--- src/rtl/id_issue.sv ---
// id_issue: RV32 decode-and-issue stage. Decodes the fetched instruction,
// reads the register file combinationally, detects load-use hazards and
// holds the execute-stage operands in an issue register.
module id_issue #(
    parameter int unsigned XLEN = 32
) (
    input  logic            clk,
    input  logic            rst,
    input  logic            if_valid,
    input  logic [XLEN-1:0] if_instr,
    input  logic [XLEN-1:0] if_pc,
    output logic            if_ready,
    output logic [4:0]      rs1_addr,
    output logic [4:0]      rs2_addr,
    input  logic [XLEN-1:0] rs1_data,
    input  logic [XLEN-1:0] rs2_data,
    input  logic            flush,
    input  logic            ex_ready,
    output logic            ex_valid,
    output logic [XLEN-1:0] ex_A,
    output logic [XLEN-1:0] ex_B,
    output logic [2:0]      ex_alu_op,
    output logic [1:0]      ex_B_wire,
    output logic            ex_branch,
    output logic            ex_mem_read,
    output logic            ex_mem_write,
    output logic [XLEN-1:0] ex_store_data,
    output logic [4:0]      ex_rd,
    output logic            ex_we,
    output logic [XLEN-1:0] ex_pc,
    output logic [XLEN-1:0] ex_imm,
    output logic            ex_illegal
);

    localparam int unsigned RW   = 5;
    localparam int unsigned AOPW = 3;
    localparam int unsigned BWW  = 2;

    localparam logic [6:0] OP_R   = 7'b0110011;
    localparam logic [6:0] OP_I   = 7'b0010011;
    localparam logic [6:0] OP_LD  = 7'b0000011;
    localparam logic [6:0] OP_ST  = 7'b0100011;
    localparam logic [6:0] OP_BR  = 7'b1100011;

    localparam logic [AOPW-1:0] ALU_ADD = 3'd0;
    localparam logic [AOPW-1:0] ALU_SUB = 3'd1;
    localparam logic [AOPW-1:0] ALU_AND = 3'd2;
    localparam logic [AOPW-1:0] ALU_OR  = 3'd3;
    localparam logic [AOPW-1:0] ALU_XOR = 3'd4;
    localparam logic [AOPW-1:0] ALU_SLL = 3'd5;
    localparam logic [AOPW-1:0] ALU_SRL = 3'd6;
    localparam logic [AOPW-1:0] ALU_SRA = 3'd7;

    // instruction fields
    logic [6:0]      w_opcode;
    logic [2:0]      w_funct3;
    logic [6:0]      w_funct7;
    logic [RW-1:0]   w_rd;
    logic [XLEN-1:0] w_imm_i;
    logic [XLEN-1:0] w_imm_s;
    logic [XLEN-1:0] w_imm_b;

    // decoded payload
    logic            w_legal;
    logic [AOPW-1:0] w_alu_op;
    logic [XLEN-1:0] w_B;
    logic [XLEN-1:0] w_imm;
    logic [BWW-1:0]  w_B_wire;
    logic            w_branch;
    logic            w_mem_read;
    logic            w_mem_write;
    logic            w_writes_rd;
    logic            w_uses_rs2;
    logic            w_we;

    // handshake / hazard
    logic            w_hazard;
    logic            w_accept;
    logic            w_load;
    logic            w_kill;

    // issue register
    logic            r_valid;
    logic [XLEN-1:0] r_A;
    logic [XLEN-1:0] r_B;
    logic [AOPW-1:0] r_alu_op;
    logic [BWW-1:0]  r_B_wire;
    logic            r_branch;
    logic            r_mem_read;
    logic            r_mem_write;
    logic [XLEN-1:0] r_store_data;
    logic [RW-1:0]   r_rd;
    logic            r_we;
    logic [XLEN-1:0] r_pc;
    logic [XLEN-1:0] r_imm;
    logic            r_illegal;

    assign w_opcode = if_instr[6:0];
    assign w_rd     = if_instr[11:7];
    assign w_funct3 = if_instr[14:12];
    assign w_funct7 = if_instr[31:25];
    assign rs1_addr = if_instr[19:15];
    assign rs2_addr = if_instr[24:20];

    assign w_imm_i = {{(XLEN-12){if_instr[31]}}, if_instr[31:20]};
    assign w_imm_s = {{(XLEN-12){if_instr[31]}}, if_instr[31:25], if_instr[11:7]};
    assign w_imm_b = {{(XLEN-13){if_instr[31]}}, if_instr[31], if_instr[7],
                      if_instr[30:25], if_instr[11:8], 1'b0};

    // Decode the incoming instruction; anything unmatched stays illegal.
    always_comb begin
        w_legal     = 1'b0;
        w_alu_op    = ALU_ADD;
        w_B         = rs2_data;
        w_imm       = '0;
        w_B_wire    = '0;
        w_branch    = 1'b0;
        w_mem_read  = 1'b0;
        w_mem_write = 1'b0;
        w_writes_rd = 1'b0;
        w_uses_rs2  = 1'b0;
        case (w_opcode)
            OP_R: begin
                w_uses_rs2  = 1'b1;
                w_writes_rd = 1'b1;
                w_legal     = 1'b1;
                case ({w_funct7, w_funct3})
                    10'h000: w_alu_op = ALU_ADD;
                    10'h100: w_alu_op = ALU_SUB;
                    10'h007: w_alu_op = ALU_AND;
                    10'h006: w_alu_op = ALU_OR;
                    10'h004: w_alu_op = ALU_XOR;
                    10'h001: w_alu_op = ALU_SLL;
                    10'h005: w_alu_op = ALU_SRL;
                    10'h105: w_alu_op = ALU_SRA;
                    default: w_legal  = 1'b0;
                endcase
            end
            OP_I: begin
                w_writes_rd = 1'b1;
                w_B         = w_imm_i;
                w_imm       = w_imm_i;
                case (w_funct3)
                    3'd0: begin w_alu_op = ALU_ADD; w_legal = 1'b1; end
                    3'd7: begin w_alu_op = ALU_AND; w_legal = 1'b1; end
                    3'd6: begin w_alu_op = ALU_OR;  w_legal = 1'b1; end
                    3'd4: begin w_alu_op = ALU_XOR; w_legal = 1'b1; end
                    3'd1: begin
                        w_alu_op = ALU_SLL;
                        w_B      = XLEN'(if_instr[24:20]);
                        w_legal  = (w_funct7 == 7'h00);
                    end
                    3'd5: begin
                        w_alu_op = (w_funct7 == 7'h20) ? ALU_SRA : ALU_SRL;
                        w_B      = XLEN'(if_instr[24:20]);
                        w_legal  = (w_funct7 == 7'h00) || (w_funct7 == 7'h20);
                    end
                    default: w_legal = 1'b0;
                endcase
            end
            OP_LD: begin
                w_writes_rd = 1'b1;
                w_mem_read  = 1'b1;
                w_B         = w_imm_i;
                w_imm       = w_imm_i;
                w_legal     = (w_funct3 == 3'd2);
            end
            OP_ST: begin
                w_uses_rs2  = 1'b1;
                w_mem_write = 1'b1;
                w_B         = w_imm_s;
                w_imm       = w_imm_s;
                w_legal     = (w_funct3 == 3'd2);
            end
            OP_BR: begin
                w_uses_rs2 = 1'b1;
                w_branch   = 1'b1;
                w_alu_op   = ALU_SUB;
                w_imm      = w_imm_b;
                w_legal    = 1'b1;
                case (w_funct3)
                    3'd0:    w_B_wire = 2'b00;
                    3'd1:    w_B_wire = 2'b01;
                    3'd4:    w_B_wire = 2'b10;
                    3'd5:    w_B_wire = 2'b11;
                    default: w_legal  = 1'b0;
                endcase
            end
            default: w_legal = 1'b0;
        endcase
    end

    assign w_we = w_writes_rd && w_legal && (w_rd != '0);

    // Load in the issue register whose result the incoming instruction needs.
    assign w_hazard = r_valid && r_mem_read && (r_rd != '0) &&
                      ((r_rd == rs1_addr) || (w_uses_rs2 && (r_rd == rs2_addr)));

    assign if_ready = flush || ((!r_valid || ex_ready) && !w_hazard);
    assign w_accept = if_valid && if_ready;
    // Load and kill are mutually exclusive: a hazard blocks acceptance unless
    // flushing, and an idle input cannot be accepted.
    assign w_load   = w_accept && !flush;
    assign w_kill   = flush || (w_hazard && ex_ready) || (ex_ready && !if_valid);

    // Issue register: kill/bubble, load a new instruction, or hold.
    always_ff @(posedge clk or posedge rst) begin
        if (rst) begin
            r_valid      <= 1'b0;
            r_A          <= '0;
            r_B          <= '0;
            r_alu_op     <= '0;
            r_B_wire     <= '0;
            r_branch     <= 1'b0;
            r_mem_read   <= 1'b0;
            r_mem_write  <= 1'b0;
            r_store_data <= '0;
            r_rd         <= '0;
            r_we         <= 1'b0;
            r_pc         <= '0;
            r_imm        <= '0;
            r_illegal    <= 1'b0;
        end else begin
            r_illegal <= 1'b0;
            if (w_kill) begin
                r_valid     <= 1'b0;
                r_branch    <= 1'b0;
                r_mem_read  <= 1'b0;
                r_mem_write <= 1'b0;
                r_we        <= 1'b0;
            end else if (w_load) begin
                r_valid      <= w_legal;
                r_illegal    <= !w_legal;
                r_A          <= rs1_data;
                r_B          <= w_B;
                r_alu_op     <= w_alu_op;
                r_B_wire     <= w_B_wire;
                r_branch     <= w_branch && w_legal;
                r_mem_read   <= w_mem_read && w_legal;
                r_mem_write  <= w_mem_write && w_legal;
                r_store_data <= rs2_data;
                r_rd         <= w_rd;
                r_we         <= w_we;
                r_pc         <= if_pc;
                r_imm        <= w_imm;
            end
        end
    end

    assign ex_valid      = r_valid;
    assign ex_A          = r_A;
    assign ex_B          = r_B;
    assign ex_alu_op     = r_alu_op;
    assign ex_B_wire     = r_B_wire;
    assign ex_branch     = r_branch;
    assign ex_mem_read   = r_mem_read;
    assign ex_mem_write  = r_mem_write;
    assign ex_store_data = r_store_data;
    assign ex_rd         = r_rd;
    assign ex_we         = r_we;
    assign ex_pc         = r_pc;
    assign ex_imm        = r_imm;
    assign ex_illegal    = r_illegal;

endmodule

--- config.mk ---
export PLATFORM = sky130hd
export DESIGN_NAME = id_issue
export DESIGN_NICKNAME = d
export VERILOG_FILES = /design/src/rtl/id_issue.sv
export SDC_FILE = /design/constraint.sdc
export NUM_CORES = 1
export LEC_CHECK = 0
export CORE_ASPECT_RATIO = 1.1
export CORE_MARGIN = 10
export CORE_UTILIZATION = 40
export CTS_CLUSTER_SIZE = 40
export DETAILED_ROUTE_END_ITERATION = 7
export DONT_BUFFER_PORTS = 1
export SLEW_MARGIN = 15
export SYNTH_ARGS = -nofsm -noshare
export SYNTH_HDL_FRONTEND = slang
export SYNTH_SLANG_ARGS = --single-unit
--- constraint.sdc ---
create_clock -name clk -period 4.45 [get_ports clk]
set_input_delay 0.2225 -clock clk [delete_from_list [all_inputs] [get_ports clk]]
set_output_delay 0.2225 -clock clk [all_outputs]
set_load 0.1 [all_outputs]
Word-level counts from Yosys, hierarchy flattened:

Cells that the tools add are included.

* register bits: 176
* bits in latches: 0
* RAM bits: 0
* ROM bits: 0
* input bits: 133
* output and inout bits: 187
* memories kept: 0

* $add $sub $neg: 0
* $mul: 0
* divide/modulo/power cells: 0
* order comparisons: 0
* eq/ne operators: 21
* shifts and indexed selects: 0
* muxes and demuxes: 30
* bitwise gates (word level): 1
* reductions and logical operators: 40

Operators by type and width (number)
* $pmux 32 s3: 2
* $eq 10x3->1 const B: 4
* $mux 32: 1
* $eq 7x6->1 const B: 3
* $pmux 3 s7: 1
* $eq 10x9->1 const B: 2
* $mux 1: 20
* $pmux 3 s5: 1
* $logic_and 1x1->1: 14
* $eq 3x3->1 const B: 4
* $eq 10x1->1 const B: 1
* $eq 5x5->1: 2
* $logic_not 10->1: 1
* $reduce_bool 5->1: 2
* $pmux 3 s3: 1
* $reduce_or 4->1: 2
* $reduce_or 8->1: 1
* $eq 7x2->1 const B: 1
* $eq 7x5->1 const B: 1
* $eq 7x7->1 const B: 1
* $logic_not 7->1: 1
* $logic_or 1x1->1: 6
* $pmux 2 s3: 1
* $reduce_or 2->1: 3
* other kinds (11): 16

Longest topological paths before layout:

Gate-level depths: netlist of the first run.

* word-level depth: 13
* gate-level depth with buffers: 8

Worst setup path after synthesis of the first run:

OpenSTA, ideal clock, no wires.

* kind: register to output
* start: register r_rd[0] (netlist: ex_rd[0])
* end: output port if_ready
* data arrival time: 3.356 ns
* data required time: 4.228 ns
* setup slack: 0.871 ns
* cell stages (with the launch flop): 6
* buffers on the path: 1
* cells stage by stage: dfrtp_1 > or4_1 > o21ai_2 > o32ai_2 > clkbuf_1 > o21bai_1

* word-level cells in the longest chain between the ends: 7
* elaborated cells between the ends (all ways): 10
* those cells by class: eq/ne (2); reduce/logical (8)

Ends and longest elaborated chain
* start: declaration: RTL line 92 `logic [RW-1:0] r_rd;`
* start signal: assignment: RTL line 242 `r_rd <= w_rd;`
* $eq 5x5->1: RTL line 197 `((r_rd == rs1_addr) || (w_uses_rs2 && (r_rd == rs2_addr)));`
* $logic_and 1x1->1: RTL line 197
* $logic_or 1x1->1: RTL line 197
* $logic_and 1x1->1 (*): RTL line 196 `assign w_hazard = r_valid && r_mem_read && (r_rd != '0) &&`
* $logic_not 1->1 (*): RTL line 199 `assign if_ready = flush || ((!r_valid || ex_ready) && !w_hazard);`
* $logic_and 1x1->1 (*): RTL line 199
* $logic_or 1x1->1 (*): RTL line 199
* end: declaration: RTL line 12 `output logic if_ready,`

Every way passes the cells marked *; elsewhere a longest branch is shown, timed or not.

Final worst setup path of the first run:

* start: register r_rd[1] (netlist: ex_rd[1])
* end: register r_store_data[5] (netlist: ex_store_data[5])

* word-level cells in the longest chain between the ends: 10
* elaborated cells between the ends (all ways): 17
* those cells by class: eq/ne (2); bitwise (1); reduce/logical (14)

Ends and longest elaborated chain
* $eq 5x5->1: RTL line 197
* $logic_and 1x1->1: RTL line 197
* $logic_or 1x1->1: RTL line 197
* $logic_and 1x1->1 (*): RTL line 196
* $logic_not 1->1: RTL line 199
* $logic_and 1x1->1: RTL line 199
* $logic_or 1x1->1: RTL line 199
* $logic_and 1x1->1: RTL line 200 `assign w_accept = if_valid && if_ready;`
* $logic_and 1x1->1: RTL line 203 `assign w_load = w_accept && !flush;`
* $reduce_and 2->1 (no line) (*)
* end signal: assignment: RTL line 241 `r_store_data <= rs2_data;`
* end: declaration: RTL line 91 `logic [XLEN-1:0] r_store_data;`

Marked as above.
A chain may end at the register's enable or synchronous reset.

==> results of run 1 <==
-- placed cells by master (no fill, tap or decap), types with 2 or more instances in the layout --
cell type,instances
a22o_1,11
nand2b_1,10
o31ai_1,16
inv_1,28
xnor2_1,10
mux2_2,91
buf_16,2
clkbuf_16,17
mux2_4,28
clkinvlp_4,2
a221oi_1,2
o21ai_0,14
nand4_1,4
o22ai_1,5
nand2_1,15
mux2i_1,25
nor3_1,3
inv_6,6
dlygate4sd3_1,110
dfrtp_1,156
nor2_1,7
nor2b_1,3
nand3_1,6
or3_1,3
inv_8,5
a21o_1,2
buf_4,12
buf_12,3
a21oi_1,31
nor4_1,2
-- stage by stage --
stage	hold WS, ns	util
6_report	0.0157	0.510
3_3_place_gp	0.366	0.414
4_1_cts	0.000188	0.510
3_5_place_dp	0.370	0.414
5_1_grt	0.00968	0.510
2_1_floorplan	0.359	-
-- cells by family after synthesis --
logic type / Yosys count
xor gates and xnor gates: 11
buffers and inverters: 88
muxes: 144
AOI/OAI and AO/OA: 91
and+or+nand+nor: 64
DFF: 157
-- metal layers --
layer,GRT usage,vias up
li1,-,2130
met3,0.0933,30
met5,0,-
met1,0.187,2489
met4,0.0600,0
met2,0.322,266
-- final cells by class --
cell class,count,area [um2],area share
Antenna cell,1,2.50,0.000278
Clock inverter,14,141,0.0157
Multi-Input combinational cell,310,2750,0.306
Inverter,29,113,0.0125
Clock buffer,18,439,0.0489
Tap cell,238,298,0.0331
Sequential cell,157,3930,0.438
Timing Repair Buffer,127,1310,0.145
-- state kept, by name, indices dropped and copies added (netlist names) --
| name | cells |
|---|---|
| ex_A | 32 |
| ex_B | 32 |
| ex_pc | 32 |
| ex_store_data | 32 |
| ex_imm | 13 |
| ex_rd | 5 |
| ex_alu_op | 3 |
| ex_B_wire | 2 |
| ex_branch | 1 |
| ex_illegal | 1 |
| ex_mem_read | 1 |
| ex_mem_write | 1 |
| ex_valid | 1 |
| ex_we | 1 |
-- power by group --
group,internal (mW),switching [mW]
Clock,0.765,0.668
Combinational,0.282,0.250
Sequential,1.58,1.51
-- timing repair --
item / in CTS / in global routing
resized for setup: 0 / 0
endpoints found under the hold margin: 275 / 0
hold buffers: 110 / 0
setup buffers: 0 / 0
-- how the worst max path moves through the flow --
| stage | endpoint | slack, ns | cells past startpoint |
|---|---|---|---|
| final | ex_store_data[5]$_DFFE_PP0P_ | 1.14 | 8 |
| after global routing | ex_store_data[18]$_DFFE_PP0P_ | 1.05 | 8 |
| after CTS | ex_store_data[17]$_DFFE_PP0P_ | 1.13 | 8 |
| after detailed placement | ex_store_data[5]$_DFFE_PP0P_ | 1.14 | 8 |
| after global placement | ex_store_data[7]$_DFFE_PP0P_ | 1.17 | 8 |
| after floorplan | if_ready | 0.87 | 5 |
-- critical path, stage by stage, from the launching register on --
cell,delay [ns]
dfrtp_1,0.36
buf_4,0.24
or4_1,0.55
o21ai_2,0.19
o32ai_2,0.11
buf_4,0.19
or3_2,0.75
buf_4,0.39
mux2_4,0.36
==> impl_metrics.csv, run 1 <==
group,metric,value,unit
status,status,"completed",
sta,final-max-slew-violation-count,0,
hold_path,min_from,"rs2_data[23]",
die,die_w,147,um
cts,numCtsBuffers,17,
power_and_ir_drop,p_per_area,562,nW/um2
cts,clk_latency,0.42,ns
yosys,synthTopCellsByArea,"dfrtp_1, mux2_2, mux2_4, mux2i_1, buf_4",
global_route,grt_use_total,0.184,
cts,clock_path_buffers,2,
global_route,antenna_found_initial,1,
cts,cts.sinks,157,
die,die_y,160,um
yosys,synthMuxAreaShare,0.237,
yosys,synth_xor_area_frac,0.0135,
sta,setup_viol,0,
setup_path,ff2ff_setup_slack,1.14,ns
sta,min_period,3.31,ns
global_route,gr-total-overflow,0,
yosys,synthCells,555,
yosys,synth_most_common_cell,"dfrtp_1",
cts,clk_pin_slew,0.07,ns
sta,rsz0062_at_grt,"no",
power_and_ir_drop,power,5.05,mW
sta,post-route-period-util,0.743,
place,placed_cells,751,
layout,syn_to_final_growth,25.7,%
die,io_pins,320,
sta,fmax,0.302,GHz
die,initial_core_util,0.406,
hold_path,hp-class,"primary input to register",
drt,firstDrtPassIters,5,
die,rows,51,
yosys,yosysSeqAreaShare,0.550,
yosys,synth-edff-count,0,
setup_path,end_kind,"register",
drt,dr_wl_met2,11700,um
yosys,synth_top_area_share,0.550,
drt,routedWlPerCell,24.8,um
cts,cts_max_level,4,
drt,met3_length,2490,um
global_route,first_global_vias,5404,
yosys,synth_top_family_by_area,"multiplexers",
yosys,netlist_area,7150,um2
setup_path,cp.required,4.76,ns
sta,finalClockSkew,0.00715,ns
setup_path,crit_type,"register to register",
drt,drt-vias-per-instance,5.50,
layout,nFillCells,1530,
place,port-buffer-count,0,
global_route,grt_pass1_wl,34000,um
yosys,synthTopCellsByCount,"dfrtp_1, mux2_2, a21oi_1, buf_4, inv_1",
die,core_area,17600,um2
die,die_area,23600,um2
place,place_area,7300,um2
global_route,grt_max_degree,158,
setup_path,worstReg2RegStart,"ex_rd[1]$_DFFE_PP0P_",
yosys,ys_ff_latch,157,
setup_path,path_max_fanout,32,
sta,relSlewSlack,0.328,
place,gp_congestion,0.824,
sta,finalHoldViolations,0,
yosys,synth_simple_gate_area_frac,0.0485,
hold_path,worstHoldPathCells,2,
layout,instances_no_fill,894,
setup_path,r2r_end,"ex_store_data[5]$_DFFE_PP0P_",
setup_path,critPathLaunch,"ex_rd[1]$_DFFE_PP0P_",
yosys,synth_ff_type,"dfrtp_1",
setup_path,cp-start-kind,"register",
yosys,synthArstFlopShare,1.00,
drt,totalWireLength,22200,um
yosys,synth_top_area_cell,"dfrtp_1",
setup_path,r2r_cells,8,
yosys,synthAdderAreaFrac,0,
cts,cts-root-buf,"clkbuf_16",
flow_run,max_cap_violations,0,
place,place_ws,1.14,ns
drt,dr_total_vias,4915,
layout,final_nets,775,
yosys,synth_nets,688,
layout,stdcell_area,8990,um2
drt,top_layer,"met4",
yosys,syn_area_per_cell,12.9,um2
power_and_ir_drop,p_leak,3.92,nW
drt,wl_met1,7530,um
sta,finalSetupTns,0,ns
cts,cts_tree,"built",
drt,post-route-drc-count,0,
hold_path,min_to,"ex_B[23]$_DFFE_PP0P_",
drt,drt_iter0_drc,265,
sta,setup_ws,1.14,ns
sta,tightest_slew,1.01,ns
setup_path,cp_data_arrival_time,3.62,ns
layout,drive_above_1_share,0.272,
power_and_ir_drop,ir_drop,0.307,mV
yosys,synth_compound_gate_area_share,0.0835,
yosys,ys_warn_count,0,
place,dpl.hpwl,15600,um
yosys,synth.distinct_cells,45,
drt,drtAntennaViolNets,0,
No activity file was read; power rests on OpenSTA's default activity.
==> run 2, diff against run 1 <==
Clock period 4.45 ns to 3 ns, I/O delays scaled along.
==> impl_metrics.csv, run 2 (synthesis results as in run 1) <==
group,metric,value,unit
cts,cts_resized,0,
drt,dr_wl_met2,12200,um
drt,totalWireLength,22400,um
die,io_pins,320,
layout,syn_to_final_growth,29.7,%
layout,instances_no_fill,919,
die,initial_core_util,0.406,
cts,cts_max_level,4,
drt,drtAntennaViolNets,0,
power_and_ir_drop,p_per_area,815,nW/um2
global_route,grt_pass1_wl,34600,um
cts,clock_path_buffers,2,
place,dpl.hpwl,16000,um
die,rows,51,
power_and_ir_drop,switching_share,0.473,
place,place_area,7470,um2
setup_path,r2r_cells,6,
layout,drive_above_1_share,0.282,
sta,finalClockSkew,0.00942,ns
hold_path,hp-class,"primary input to register",
power_and_ir_drop,power_frac_clock,0.285,
sta,fmax,0.346,GHz
layout,nFillCells,1483,
layout,final_nets,800,
cts,cts_tree,"built",
setup_path,end_kind,"register",
drt,drt_iter0_drc,354,
place,port-buffer-count,0,
flow_run,max_cap_violations,0,
power_and_ir_drop,p_int,3.98,mW
setup_path,cp-start-kind,"register",
drt,routedWlPerCell,24.4,um
place,placed_cells,766,
power_and_ir_drop,power_frac_comb,0.111,
drt,drt-vias-per-instance,5.35,
power_and_ir_drop,power,7.55,mW
setup_path,path_max_fanout,14,
global_route,first_global_vias,5569,
sta,post-route-period-util,0.963,
drt,firstDrtPassIters,4,
global_route,gr-total-overflow,0,
setup_path,crit_type,"register to register",
die,die_w,147,um
place,gp_congestion,0.752,
power_and_ir_drop,p_seq_frac,0.604,
sta,relSlewSlack,0.352,
die,die_area,23600,um2
cts,clk_latency,0.42,ns
sta,rsz0062_at_grt,"no",
power_and_ir_drop,p_leak,4.08,nW
global_route,grt_max_degree,72,
cts,cts-root-buf,"clkbuf_16",
setup_path,cp_data_arrival_time,3.18,ns
status,status,"completed",
layout,layout_commonest_cell,"dfrtp_1",
global_route,antenna_found_initial,1,
sta,finalHoldViolations,0,
sta,final-max-slew-violation-count,0,
sta,tightest_slew,0.972,ns
drt,met3_length,2120,um
drt,dr_total_vias,4914,
global_route,grt_use_total,0.186,
power_and_ir_drop,ir_drop,0.425,mV
layout,final_cell_mix,"dfrtp_1, dlygate4sd3_1, mux2_2",
die,core_area,17600,um2
layout,stdcell_area,9270,um2
sta,finalSetupTns,0,ns
cts,numCtsBuffers,17,
power_and_ir_drop,switchingPower,3.57,mW
sta,setup_viol,0,
cts,cts.sinks,157,
hold_path,worstHoldPathCells,3,
drt,post-route-drc-count,0,
sta,min_period,2.89,ns
setup_path,cp.required,3.30,ns
drt,wl_met1,7700,um
die,die_y,160,um
drt,top_layer,"met4",
cts,clk_pin_slew,0.07,ns
==> run 2: changes by cell type in the layout (fill, tap and decap cells not counted), sizes merged <==
cell         previous run  this run
dlygate4sd3           110       120
buf                    17        32
clkinv                  2         3
bufinv                  0         1
inv                    39        37
==> run 2: path summary, 6_finish.rpt <==
check / to / slack, ns / startpoint
max: ex_B[5]$_DFFE_PP0P_ / 0.11 / ex_rd[0]$_DFFE_PP0P_
min: ex_mem_write$_DFFE_PP0P_ / 0.008 / if_instr[4]
max reg2reg: ex_B[5]$_DFFE_PP0P_ / 0.11 / ex_rd[0]$_DFFE_PP0P_
min reg2reg: ex_imm[9]$_DFFE_PP0P_ / 0.54 / ex_imm[9]$_DFFE_PP0P_
max in group asynchronous: ex_pc[14]$_DFFE_PP0P_ / 1.95 / rst
min in group asynchronous: ex_A[5]$_DFFE_PP0P_ / 0.28 / rst
==> run 2: layer usage <==
| metal | track usage | vias to the layer above |
|---|---|---|
| met5 | 0 | - |
| met4 | 0.0618 | 0 |
| met3 | 0.0772 | 26 |
| met2 | 0.336 | 246 |
| met1 | 0.189 | 2474 |
| li1 | - | 2168 |
==> run 2: worst max-delay path, stage by stage (launching register included) <==
cell     delay, ns
dfrtp_1       0.45
or4_1         0.55
o21ai_2       0.23
o32ai_2       0.28
nor3_2        0.53
buf_4         0.34
mux2_2        0.37
==> run 2: area by class of cell <==
| cell class | instances | area [um2] | share of cell area |
|---|---|---|---|
| diodes | 1 | 2.50 | 0.000270 |
| flip-flops and latches | 157 | 3930 | 0.424 |
| multi-input cells | 310 | 2760 | 0.298 |
| well taps | 238 | 298 | 0.0321 |
| repair buffers | 152 | 1580 | 0.171 |
| clock inverters | 14 | 146 | 0.0158 |
| clock buffers | 18 | 439 | 0.0474 |
| inverters | 29 | 113 | 0.0121 |
==> run 2: metrics by stage <==
step	hold slack (ns)	util	worst slack (ns)
floorplan	0.286	-	0.0724
global placement	0.122	0.424	0.109
detailed placement	0.128	0.424	0.0286
CTS	0.000129	0.526	0.0782
global route	0.0199	0.526	0.0113
finish	0.00779	0.526	0.110
==> run 2: timing repair <==
| item | in CTS | in global routing |
|---|---|---|
| hold endpoints to repair | 167 | 0 |
| endpoints found under the setup margin | 0 | 0 |
| buffers inserted | 0 | 0 |
| hold buffers | 120 | 0 |
==> run 2: power by group through the flow <==
| stage | Sequential [mW] | Combinational (mW) | Clock (mW) |
|---|---|---|---|
| 2_1_floorplan | 4.59 | 0.563 | 0 |
| 6_report | 4.56 | 0.838 | 2.15 |
| 3_3_place_gp | 4.61 | 0.670 | 0 |
| 3_5_place_dp | 4.61 | 0.701 | 0 |
| 4_1_cts | 4.57 | 0.841 | 2.21 |
| 5_1_grt | 4.60 | 0.902 | 2.29 |
